[src/rtl/sprite_pkg.sv]
// Shared types and palette decode for the sprite renderer.
// Palette index 0 is the transparent colour.
package sprite_pkg;

  typedef logic [7:0] pix_t;

  typedef struct packed {
    logic [7:0] r;
    logic [7:0] g;
    logic [7:0] b;
  } rgb_t;

  localparam pix_t TRANSPARENT = pix_t'(0);

  // Low three index bits select primaries; high bits tint red.
  function automatic rgb_t pal_rgb(input pix_t i);
    rgb_t c;
    c.r = {8{i[2]}} ^ {i[7:3], 3'b000};
    c.g = {8{i[1]}};
    c.b = {8{i[0]}};
    return c;
  endfunction

endpackage

[src/rtl/sprite_addr_gen.sv]
// Stage 1: box test, 2x scaling, mirror and ROM address.
// Registers address, in_box and a post-reset valid bit.
module sprite_addr_gen
  import sprite_pkg::*;
#(
  parameter int SPR_W      = 64,
  parameter int SPR_H      = 64,
  parameter int NUM_FRAMES = 4,
  localparam int AW = $clog2(NUM_FRAMES*SPR_W*SPR_H),
  localparam int FW = (NUM_FRAMES > 1) ? $clog2(NUM_FRAMES) : 1
) (
  input  logic          clk,
  input  logic          rst_n,
  input  logic [9:0]    pixelx,
  input  logic [9:0]    pixely,
  input  logic [9:0]    sx,
  input  logic [9:0]    sy,
  input  logic          flip,
  input  logic          scale,
  input  logic [FW-1:0] fidx,
  output logic [AW-1:0] addr,
  output logic          in_box,
  output logic          valid
);

  localparam int XW = (SPR_W > 1) ? $clog2(SPR_W) : 1;
  localparam int YW = (SPR_H > 1) ? $clog2(SPR_H) : 1;

  logic [10:0]   dx;
  logic [10:0]   dy;
  logic [10:0]   weff;
  logic [10:0]   heff;
  logic [XW-1:0] lxr;
  logic [XW-1:0] lx;
  logic [YW-1:0] ly;
  logic          box;
  logic [AW-1:0] addr_d;

  // Unsigned wrap makes points left of / above the box huge.
  always_comb begin
    dx     = {1'b0, pixelx} - {1'b0, sx};
    dy     = {1'b0, pixely} - {1'b0, sy};
    weff   = 11'(SPR_W) << scale;
    heff   = 11'(SPR_H) << scale;
    box    = (dx < weff) && (dy < heff);
    lxr    = XW'(dx >> scale);
    ly     = YW'(dy >> scale);
    lx     = flip ? ~lxr : lxr;
    addr_d = AW'(fidx) * AW'(SPR_W*SPR_H)
           + AW'(ly) * AW'(SPR_W)
           + AW'(lx);
  end

  always_ff @(posedge clk or negedge rst_n) begin
    if (!rst_n) begin
      addr   <= '0;
      in_box <= 1'b0;
      valid  <= 1'b0;
    end else begin
      addr   <= addr_d;
      in_box <= box;
      valid  <= 1'b1;
    end
  end

endmodule

[src/rtl/sprite_engine.sv]
// Animated sprite renderer: shadowed position, frame divider,
// three-stage address / ROM / palette pipeline.
module sprite_engine
  import sprite_pkg::*;
#(
  parameter int SPR_W      = 64,
  parameter int SPR_H      = 64,
  parameter int NUM_FRAMES = 4,
  parameter int FRAME_DIV  = 8,
  parameter int COLOR_BITS = 3
) (
  input  logic       clk,
  input  logic       rst_n,
  input  logic       frame_start,
  input  logic [9:0] posx,
  input  logic [9:0] posy,
  input  logic [9:0] pixelx,
  input  logic [9:0] pixely,
  input  logic       anim_en,
  input  logic       flip_x,
  input  logic       scale2,
  output logic [7:0] Red,
  output logic [7:0] Green,
  output logic [7:0] Blue,
  output logic       visible
);

  localparam int AW  = $clog2(NUM_FRAMES*SPR_W*SPR_H);
  localparam int FW  = (NUM_FRAMES > 1) ? $clog2(NUM_FRAMES) : 1;
  localparam int FSH = $clog2(SPR_W*SPR_H);

  logic [9:0]            sx;
  logic [9:0]            sy;
  logic                  sflip;
  logic                  sscale;
  logic [7:0]            div_cnt;
  logic [7:0]            div_nxt;
  logic [FW-1:0]         fidx;
  logic [AW-1:0]         addr1;
  logic                  box1;
  logic                  v1;
  logic [COLOR_BITS-1:0] rom_q;
  logic                  box2;
  logic                  v2;
  pix_t                  pix;
  rgb_t                  rgb;
  logic                  opaque;

  always_ff @(posedge clk or negedge rst_n) begin
    if (!rst_n) begin
      sx     <= '0;
      sy     <= '0;
      sflip  <= 1'b0;
      sscale <= 1'b0;
    end else if (frame_start) begin
      sx     <= posx;
      sy     <= posy;
      sflip  <= flip_x;
      sscale <= scale2;
    end
  end

  assign div_nxt = (div_cnt == 8'(FRAME_DIV-1)) ? 8'd0 : div_cnt + 8'd1;

  always_ff @(posedge clk or negedge rst_n) begin
    if (!rst_n) begin
      div_cnt <= '0;
      fidx    <= '0;
    end else if (frame_start && anim_en) begin
      div_cnt <= div_nxt;
      if (div_nxt == 8'(FRAME_DIV-1)) begin
        fidx <= (fidx == FW'(NUM_FRAMES-1)) ? '0 : fidx + 1'b1;
      end
    end
  end

  sprite_addr_gen #(
    .SPR_W     (SPR_W),
    .SPR_H     (SPR_H),
    .NUM_FRAMES(NUM_FRAMES)
  ) u_addr (
    .clk   (clk),
    .rst_n (rst_n),
    .pixelx(pixelx),
    .pixely(pixely),
    .sx    (sx),
    .sy    (sy),
    .flip  (sflip),
    .scale (sscale),
    .fidx  (fidx),
    .addr  (addr1),
    .in_box(box1),
    .valid (v1)
  );

  // Procedural ROM image: pixel bits tinted by the frame number.
  always_ff @(posedge clk or negedge rst_n) begin
    if (!rst_n) begin
      rom_q <= '0;
      box2  <= 1'b0;
      v2    <= 1'b0;
    end else begin
      rom_q <= COLOR_BITS'(addr1 ^ (addr1 >> FSH));
      box2  <= box1 && v1;
      v2    <= v1;
    end
  end

  always_comb begin
    pix    = pix_t'(rom_q);
    opaque = v2 && box2 && (pix != TRANSPARENT);
    rgb    = pal_rgb(pix);
  end

  always_ff @(posedge clk or negedge rst_n) begin
    if (!rst_n) begin
      Red     <= '0;
      Green   <= '0;
      Blue    <= '0;
      visible <= 1'b0;
    end else begin
      Red     <= opaque ? rgb.r : 8'd0;
      Green   <= opaque ? rgb.g : 8'd0;
      Blue    <= opaque ? rgb.b : 8'd0;
      visible <= opaque;
    end
  end

endmodule
[config.mk]
export PLATFORM = sky130hd
export DESIGN_NAME = sprite_engine
export DESIGN_NICKNAME = d
export VERILOG_FILES = /design/src/rtl/sprite_pkg.sv /design/src/rtl/sprite_addr_gen.sv /design/src/rtl/sprite_engine.sv
export SDC_FILE = /design/constraint.sdc
export NUM_CORES = 1
export LEC_CHECK = 0
export CAP_MARGIN = 0
export CORE_MARGIN = 2
export CORE_UTILIZATION = 54
export DETAILED_ROUTE_END_ITERATION = 8
export HOLD_SLACK_MARGIN = 0.1
export PLACE_DENSITY = 0.95
export SKIP_CTS_REPAIR_TIMING = 1
export SLEW_MARGIN = 0
export SYNTH_ARGS = -nofsm -noshare
export SYNTH_HDL_FRONTEND = slang
export SYNTH_SLANG_ARGS = --single-unit
[constraint.sdc]
create_clock -name clk -period 7.5 [get_ports clk]
set_clock_uncertainty 0.2 [all_clocks]
set_input_delay 1.5 -clock clk [delete_from_list [all_inputs] [get_ports clk]]
set_output_delay 1.5 -clock clk [all_outputs]
set_load 0.1 [all_outputs]
* Word level (Yosys, flattened, before mapping)
Index checks and enable logic that the tools add are counted.
Storage, ports and cells: flip-flop bits (word level) 78, bits of input ports 46, output and inout port bits 25, word-level logic and storage cells 45
Operators by class: add/subtract/negate cells 6, magnitude comparators 2, equality and inequality tests 3, shift operators 3, mux-type cells 6, bitwise operators 2, reduce and logical (&&, ||, !) cells 7
Operators with widths (count):
- $mux W8 | 4
- $lt A11 B11 Y1 | 2
- $shr A11 B1 Y6 | 2
- $sub A10 B10 Y11 | 2
- $eq A8 B3 Y1 const B | 2
- $add A14 B12 Y14 | 1
- $add A14 B6 Y14 | 1
- $shl A7 B1 Y11 const A | 1
- $add A8 B1 Y8 const B | 1
- $mux W6 | 1
- $not A6 Y6 | 1
- $logic_and A1 B1 Y1 | 5
- $reduce_bool A3 Y1 | 1
- $xor A3 B2 Y3 | 1
- $add A2 B1 Y2 const B | 1
- $eq A2 B2 Y1 const B | 1
- $mux W2 | 1
- $reduce_and A2 Y1 | 1

* Depth between registers and ports, before layout
depth in word-level cells 5, gate-level depth with buffers 14, mapped depth without buffers 14

* Modules after synthesis
A second synthesis with hierarchy kept.
Second synthesis, totals: cell total of the unflattened synthesis 321, area, all modules 3439.5 µm²
Modules (own cells, without submodules):
- sprite_engine | instances 1, cells an instance 141, area each 1845.5 µm²
- sprite_addr_gen | instances 1, cells an instance 180, area each 1594.0 µm²

* Worst setup path after synthesis
Ideal clock, no wire load.
path kind input to register, start input port pixely[2], end register u_addr.in_box, library setup time 0.096 ns, arrival time 3.786 ns, data required time 7.204 ns, slack 3.419 ns, stages 12, path through ha_1 -> o21ai_0 -> nand2b_1 -> a31o_1 -> a2111oi_0 -> nor2_1 -> ha_1 -> o21a_1 -> nor4_4 -> nand4_1 -> a211o_1 -> nor4_2
On the way: cells in the longest elaborated chain, start to end 3
Ends and longest elaborated chain:
- start, declared | RTL line sprite_engine.sv:18 | input logic [9:0] pixely,
- $sub A10 B10 Y11 | RTL line sprite_addr_gen.sv:42 | dy = {1'b0, pixely} - {1'b0, sy};
- $lt A11 B11 Y1 | RTL line sprite_addr_gen.sv:45 | box = (dx < weff) && (dy < heff);
- $logic_and A1 B1 Y1 | RTL line sprite_addr_gen.sv:45
- named net u_addr.box | RTL line sprite_addr_gen.sv:36 | logic box;
- end signal, assigned | RTL line sprite_addr_gen.sv:61 | in_box <= box;
- end, declared | RTL line sprite_addr_gen.sv:22 | output logic in_box,
The timed path passes the listed nets, and every way through them passes these cells. A chain may end at the register's enable or synchronous reset.

* Final worst setup path
Same ends and word-level chain as after synthesis.

==> impl_metrics.json <==
{
  "status": "finished, final reports clean",
  "area_delta_synth_final_pct": 24.5,
  "drive_gt1_frac": 0.0573,
  "fin_hold_ws_ns": 0.161,
  "hold_path_class": "flip-flop to flip-flop",
  "portBuffers": 70,
  "rrSetupSlack_ns": 4.31,
  "finalInstanceArea_sq_um": 3630,
  "vias_per_cell": 5.37,
  "finalHoldViolations": 0,
  "drtAntennaViolNets": 0,
  "ys_seq_area_frac": 0.412,
  "synth_top_family_by_area": "compound AO/OA/AOI/OAI gates",
  "num-nets-final": 421,
  "cp_max_fo": 3,
  "yosysTopAreaCellShare": 0.412,
  "muxShareOfSynthArea": 0.0365,
  "start_util": 0.563,
  "synth_edf_count": 0,
  "syn_nets": 371,
  "synth_compound_area_frac": 0.145,
  "coreArea_sq_um": 5170,
  "grt_first_pass_wirelength_mm": 9.77,
  "synthTopCellsByCount": "dfrtp_1, nand2_1, ha_1, o21ai_0, inv_1",
  "synth_most_common_cell": "dfrtp_1",
  "io_pins": 71,
  "crit_path_start_kind": "input pin",
  "rr_worst_depth": 13,
  "cts_made_buffers": 5,
  "drt_iter0_markers": 133,
  "synthSimpleGateAreaFrac": 0.143,
  "rows": 26,
  "worst_pin_slew_ns": 1.05,
  "die_w_microns": 77.5,
  "rr_startpoint": "sy[2]$_DFFE_PN0P_",
  "synth.area.top_cells": "dfrtp_1, ha_1, buf_4",
  "grt_pass1_vias": 2270,
  "antenna_found_initial": 0,
  "worstHoldStart": "u_addr.addr[2]$_DFF_PN0_",
  "synth_ff_type": "dfrtp_1",
  "min_delay_worst_endpoint": "rom_q[2]$_DFF_PN0_",
  "worst-setup-path-type": "input pin to flip-flop",
  "fmax_mhz": 226,
  "clkPwrFrac": 0.256,
  "grt_usage": 0.202,
  "clock-sinks": 48,
  "leakage_uw": 0.00164,
  "drtPass1Iterations": 5,
  "timing.critical_path.arrival_ns": 4.44,
  "worstReg2RegEnd": "u_addr.in_box$_DFF_PN0_",
  "peakVddDrop_mv": 0.186,
  "clock_latency_ns": 0.30,
  "clkSlewWorstSetupHoldPaths_ns": 0.09,
  "die_area_sq_um": 6000,
  "root_buffer": "clkbuf_8",
  "final_cells": 419,
  "cts_tree": "built",
  "rsz0062_at_grt": "no",
  "synth.distinct_cells": 53,
  "num_antenna_cells": 0,
  "synth.cell_area_sq_um": 2910,
  "synth_top_cell_by_area": "dfrtp_1",
  "syn_inst": 298,
  "dieHeight_microns": 77.5,
  "vias": 2249,
  "synthXorXnorAreaFrac": 0.0481,
  "cp.required_ns": 7.52,
  "n_fill_cell": 373,
  "setup_tns_ns": 0,
  "finalCritPeriodShare": 0.589,
  "p_seq_frac": 0.456,
  "combPwrFrac": 0.288,
  "drc_errors": 0,
  "avgSynthCellArea_sq_um": 9.78,
  "maxSlewViolCount": 0,
  "synth_adder_area_share": 0.119,
  "ctsLongestPathBuffers": 2,
  "finalSetupViolCount": 0,
  "ys_async_sr_fraction": 1.00,
  "wl_mm": 5.68,
  "whs_path_depth": 0,
  "maxCapViolCount": 0,
  "power_switching_uw": 238,
  "p_per_area_nw_per_um2": 207,
  "netSwitchingFraction": 0.316,
  "yosys_warnings": 0,
  "dpl-instance-area_sq_um": 3510,
  "ys_ff_latch": 48,
  "finalCriticalPeriod_ns": 4.42,
  "p_int_uw": 514,
  "htree_num_levels": 2,
  "dp_hpwl_mm": 4.34,
  "place_inst": 411,
  "gp_congestion": 0.890,
  "wire_per_inst_microns": 13.6,
  "relSlewSlack": 0.302,
  "grt_max_degree": 49,
  "end_kind": "flip-flop",
  "gr-total-overflow": 0
}
-- cell usage in the layout, fill, tap and decap left out, types with 6 or more instances in the layout --
cell type        count
a21oi_1             10
clkdlybuf4s50_1     69
dfrtp_1             48
ha_1                26
inv_1               23
nand2_1             28
nand3_1              8
nor2_1              14
nor3_1               6
o21ai_0             26
xnor2_1              6
xor2_1              10
-- kinds of logic (layout without fill, tap and decap cells) --
| logic type | after synthesis | count (layout) |
|---|---|---|
| buffers and inverters | 51 | 102 |
| muxes | 10 | 10 |
| DFF | 48 | 48 |
| xor gates and xnor gates | 16 | 16 |
| other | 1 | 1 |
| and+or+nand+nor | 80 | 80 |
| adders and majority gates | 27 | 27 |
| AOI/OAI and AO/OA | 65 | 65 |
-- stage by stage --
step	total power (uW)	setup slack, ns	util
after detailed placement	564	2.80	0.679
after CTS	758	3.08	0.701
after global placement	547	2.88	0.679
after global routing	798	2.81	0.701
final	752	3.08	0.701
after floorplan	494	3.42	-
-- cell type report --
class,instances,area [sq um],area share
inverters,23,86.3,0.0238
multi-input cells,199,1430,0.395
repair buffers,71,703,0.194
clock buffers,5,68.8,0.0190
flip-flops and latches,48,1200,0.331
clock inverters,3,46.3,0.0128
well taps,70,87.6,0.0241
-- registers in the layout, indices dropped and copies added (netlist names) --
register	cells
Green	1
sflip	1
Blue	1
Red	1
v2	1
box2	1
u_addr.addr	5
u_addr.valid	1
sy	10
sx	10
fidx	2
rom_q	3
div_cnt	8
sscale	1
u_addr.in_box	1
visible	1
-- per-layer routing --
| metal | global-route usage | share of wire | up-vias |
|---|---|---|---|
| met5 | 0 | 0 | - |
| met4 | 0.0643 | 0.015 | 0 |
| met3 | 0.0477 | 0.063 | 12 |
| met2 | 0.363 | 0.50 | 80 |
| met1 | 0.237 | 0.42 | 1049 |
| li1 | - | - | 1108 |
-- worst max-delay path by stage --
stage / start / end / slack, ns
after floorplan: pixely[2] / u_addr.in_box$_DFF_PN0_ / 3.42
after global placement: pixely[2] / u_addr.in_box$_DFF_PN0_ / 2.88
after detailed placement: pixely[2] / u_addr.in_box$_DFF_PN0_ / 2.80
after CTS: pixely[2] / u_addr.in_box$_DFF_PN0_ / 3.08
after global routing: pixely[2] / u_addr.in_box$_DFF_PN0_ / 2.81
final: pixely[2] / u_addr.in_box$_DFF_PN0_ / 3.08
-- power groups by stage --
stage / registers (uW) / logic [uW] / clock network, uW
floorplan: 338 / 156 / 0
global placement: 343 / 203 / 0
detailed placement: 348 / 216 / 0
CTS: 343 / 218 / 198
global route: 349 / 244 / 204
finish: 343 / 216 / 193
-- critical path: stages --
cell	delay (ns)
clkdlybuf4s50_1	0.40
ha_1	0.33
o21ai_0	0.16
nand2b_1	0.09
a31o_1	0.23
a2111oi_0	0.44
nor2_1	0.10
ha_1	0.28
o21a_1	0.14
nor4_4	0.21
nand4_1	0.12
a211o_1	0.25
nor4_2	0.19
No activity file was read; power rests on OpenSTA's default activity.
==> patch 1 (same flow settings) <==
The output `Blue` loses its register stage (`Blue` becomes a continuous assignment).
--- a/src/rtl/sprite_engine.sv
+++ b/src/rtl/sprite_engine.sv
@@ -116,14 +116,14 @@
     if (!rst_n) begin
       Red     <= '0;
       Green   <= '0;
-      Blue    <= '0;
       visible <= 1'b0;
     end else begin
       Red     <= opaque ? rgb.r : 8'd0;
       Green   <= opaque ? rgb.g : 8'd0;
-      Blue    <= opaque ? rgb.b : 8'd0;
       visible <= opaque;
     end
   end
 
+  assign Blue = opaque ? rgb.b : 8'd0;
+
 endmodule
Check against the original RTL: not equivalent (Yosys sat finds a counterexample within 4 cycles, from zero or initial values and one cycle with rst_n low).
==> patch 1 against the unedited design <==
Setup slack better by 0.050 ns; final area down 3.7%; sequential cell count down 1; count of clock-buffer cells in the layout up 2; critical path type unchanged; power down 8.7%; synthesized area down 4.7%; die area down 4.4%; wire length down 2.9%; critical path depth unchanged.
==> patch 1: results (changes against the unedited design) <==
[outcome]
outcome = finished, final reports clean

[critical_path]
reg2reg_from = sx[0]
arrival_ns = 4.41  ; -0.03 ns
rrSetupSlack_ns = 4.45  ; +0.14 ns
critical_path.startpoint = pixelx[0]
crit_family = adder cells
worstRegToRegCells = 11  ; -2
slowest_stage = clkdlybuf4s50_1
crit_fanout = 4  ; +1

[cells_and_area]
nets = 414  ; -1.7%
drive_gt1_share_pct = 3.509  ; -2.2 points
fillers = 364  ; -2.4%

[logic_synthesis]
syn_area_per_cell_sq_um = 9.611  ; -1.7%
synthArstFlopShare_pct = 100.0  ; unchanged
yosys.area_share.xor_xnor_pct = 5.676  ; +0.87 points
synth-adder-area-share_pct = 12.43  ; +0.58 points
synth-compound-area-share_pct = 12.03  ; -2.5 points
ys_types = 42  ; -21%
synthMuxAreaShare_pct = 3.108  ; -0.54 points
synthesis.nets = 362  ; -2.4%
ys_seq_area_share_pct = 42.34  ; +1.1 points
ys_top_cells_by_area = dfrtp_1 42%, ha_1 12%, buf_4 5.7%

[timing]
fin_ws_ns = 3.133  ; +0.05008 ns
worst_slew_pin_slew_ns = 0.9996  ; -0.04734 ns
whs_ns = 0.1542  ; -0.006414 ns

[power]
max-vdd-ir-drop_mv = 0.1291  ; -31%
intPower_uw = 471.7  ; -8.2%
cellLeakagePower_uw = 0.001597  ; -2.4%

[grt]
grt_pass1_wl_um = 9370  ; -4.1%
groute.usage.overall_pct = 21.62  ; +1.4 points
grt_max_degree = 48  ; -2.0%

[detailed_routing]
viasPerCell = 5.289  ; -1.5%
finalWirelength_um = 5513  ; -2.9%
via_count = 2179  ; -3.1%
first_pass_iters = 7  ; +2
drtIter0Drc = 139  ; +4.5%

[placement]
dp_cells = 404  ; -1.7%
place_area_sq_um = 3391  ; -3.5%
dp_worst_setup_slack_ns = 3.012  ; +0.2157 ns
routabilityCongestion = 0.7886  ; -11%
dp_hpwl_um = 4175  ; -3.8%

[clock_tree]
cts_max_level = 2  ; unchanged

## patch 1: power by group through the flow
| stage | registers, uW | clock network (uW) | logic [uW] |
|---|---|---|---|
| floorplan | 327 | 0 | 127 |
| global placement | 331 | 0 | 172 |
| detailed placement | 335 | 0 | 185 |
| CTS | 330 | 171 | 190 |
| global route | 337 | 183 | 215 |
| finish | 330 | 168 | 189 |
## patch 1: per-layer routing
metal  part of all wire (%)  vias to the layer above  global-route usage [%]
met5                      0                        -                       0
met4                   0.94                        0                   6.823
met3                    5.3                        7                   5.159
met2                     54                       90                   39.61
met1                     40                     1010                   24.81
li1                       -                     1072                       -
## patch 1: cell type report
type	count	area (sq um)	area share, %
Clock buffer	7	96.34	2.757
Clock inverter	1	7.507	0.2148
Inverter	24	90.09	2.578
Multi-Input combinational cell	192	1334	38.17
Sequential cell	47	1176	33.66
Tap cell	70	87.58	2.506
Timing Repair Buffer	71	703.2	20.12
==> patch 2 (config.mk and constraints unchanged) <==
Without the edit above. The parameter `COLOR_BITS` goes from 3 to 6.
--- a/src/rtl/sprite_engine.sv
+++ b/src/rtl/sprite_engine.sv
@@ -7,7 +7,7 @@
   parameter int SPR_H      = 64,
   parameter int NUM_FRAMES = 4,
   parameter int FRAME_DIV  = 8,
-  parameter int COLOR_BITS = 3
+  parameter int COLOR_BITS = 6
 ) (
   input  logic       clk,
   input  logic       rst_n,
Behaviour: not the same (a bounded check fails within 4 cycles, from zero or initial values and one cycle with rst_n low).
==> patch 2 against the unedited design <==
Synthesized area up 8.4%; wire length up 11%; die area up 7.9%; power up 13%; count of clock-buffer cells in the layout up 5; final area up 9.2%; sequential cell count up 9; first-iteration DRC count down 23%; hold slack about the same; via count up 8.8%; sequential power up 17%; setup slack worse by 0.22 ns.
==> patch 2: results (changes against the unedited design) <==
[grt]
grt_pass1_wl_um = 10780  ; +10%
grt_max_degree = 58  ; +18%
groute.usage.overall_pct = 22.14  ; +2.0 points

[logic_synthesis]
ys_top_cells_by_area = dfrtp_1 45%, ha_1 11%, buf_4 4.3%
ys_types = 49  ; -7.5%
synthesis.nets = 389  ; +4.9%
ys_seq_area_share_pct = 45.17  ; +3.9 points
yosys-top-cells-count = 57 x dfrtp_1, 29 x nand2_1, 27 x ha_1, 27 x inv_1, 25 x o21ai_0

[cells_and_area]
nets = 447  ; +6.2%
drive_gt1_share_pct = 6.878  ; +1.1 points
reg.largest.list = sx (10), sy (10)
fillers = 394  ; +5.6%

[clock_tree]
clock_latency_ns = 0.34  ; +0.04 ns
cts_buffers = 9  ; +4
cts.clk_slew.worst_paths_ns = 0.07  ; -0.02 ns
cts_max_level = 3  ; +1

[power]
cellLeakagePower_uw = 0.001832  ; +12%
max-vdd-ir-drop_mv = 0.1481  ; -21%

[placement]
routabilityCongestion = 0.8406  ; -5.6%
dp_hpwl_um = 4643  ; +7.0%

[outcome]
outcome = finished, final reports clean

[critical_path]
worstRegToRegCells = 14  ; +1
reg2reg_from = sx[1]
rrSetupSlack_ns = 4.06  ; -0.25 ns

[detailed_routing]
first_pass_iters = 4  ; -1
drtIter0Drc = 102  ; -23%
viasPerCell = 5.436  ; +1.3%
post_drt_wl_per_cell_um = 14.04  ; +3.6%

[timing]
slew_headroom_pct = 34.68  ; +4.5 points
whs_ns = 0.1609  ; +0.0003730 ns

[patch 2: cell types whose count changed in the layout (fill, tap and decap cells not counted), moves of 3 or more]
cell	before	now
a21o_1	2	6
o21bai_1	0	3
nor4_1	0	3
clkinv_2	0	4
clkbuf_8	5	9
and3_1	3	0
xnor2_1	6	12
dfrtp_1	48	57
nand3_1	8	5
and2_1	3	8
inv_1	23	27
[patch 2: power by group]
group          internal [uW]  total [uW]  switching, uW
registers                361         400           39.5
logic                    106         213            107
clock network            117         239            122
total                    584         852            268
[patch 2: cells by family after synthesis]
| kind of cell | synth area share, % |
|---|---|
| and+or+nand+nor | 12.20 |
| AOI/OAI and AO/OA | 13.15 |
| DFF | 45.17 |
| buffers and inverters | 8.320 |
| adders and majority gates | 11.33 |
| xor gates and xnor gates | 6.379 |
| muxes | 3.328 |
| other | 0.1187 |
[patch 2: per-layer routing]
metal | GRT usage [%] | vias to the layer above | share of wire (%)
met2 | 38.00 | 101 | 49
met4 | 10.34 | 0 | 2.7
met5 | 0 | - | 0
met3 | 6.629 | 21 | 7.1
li1 | - | 1170 | -
met1 | 25.20 | 1154 | 41
[patch 2: final cells by class]
cell class	instances	area [sq um]	area share, %
Multi-Input combinational cell	206	1469	37.09
Timing Repair Buffer	72	710.7	17.95
Clock buffer	10	127.6	3.223
Clock inverter	6	35.03	0.8847
Inverter	27	101.3	2.559
Sequential cell	57	1426	36.02
Tap cell	72	90.09	2.275
[patch 2: worst max path at each step]
| stage | start | end |
|---|---|---|
| floorplan | pixelx[1] | u_addr.in_box |
| global placement | pixelx[1] | u_addr.in_box |
| detailed placement | pixelx[1] | u_addr.in_box |
| CTS | pixelx[1] | u_addr.in_box |
| global route | pixelx[1] | u_addr.in_box |
| finish | pixelx[1] | u_addr.in_box |
[patch 2: worst max-delay path, cell delays in order]
cell             delay (ns)
clkdlybuf4s50_1        0.44
ha_1                   0.30
nor2b_1                0.15
o31a_1                 0.27
o31a_1                 0.28
or2_1                  0.26
a21oi_2                0.17
xnor2_1                0.14
ha_1                   0.26
o21ai_0                0.07
o2111ai_1              0.12
a311oi_1               0.24
nand3_1                0.13
a2111oi_2              0.34
[patch 2: through the flow]
step / total power, uW / instance area, sq um / util, % / setup WS [ns] / instances
floorplan: 544.6 / 3158 / - / 3.240 / 315
global placement: 599.7 / 3797 / 68.13 / 2.687 / 434
detailed placement: 617.0 / 3797 / 68.13 / 2.540 / 434
CTS: 858.4 / 3960 / 71.04 / 2.867 / 450
global route: 910.8 / 3960 / 71.04 / 2.700 / 450
finish: 852.4 / 3960 / 71.04 / 2.862 / 450
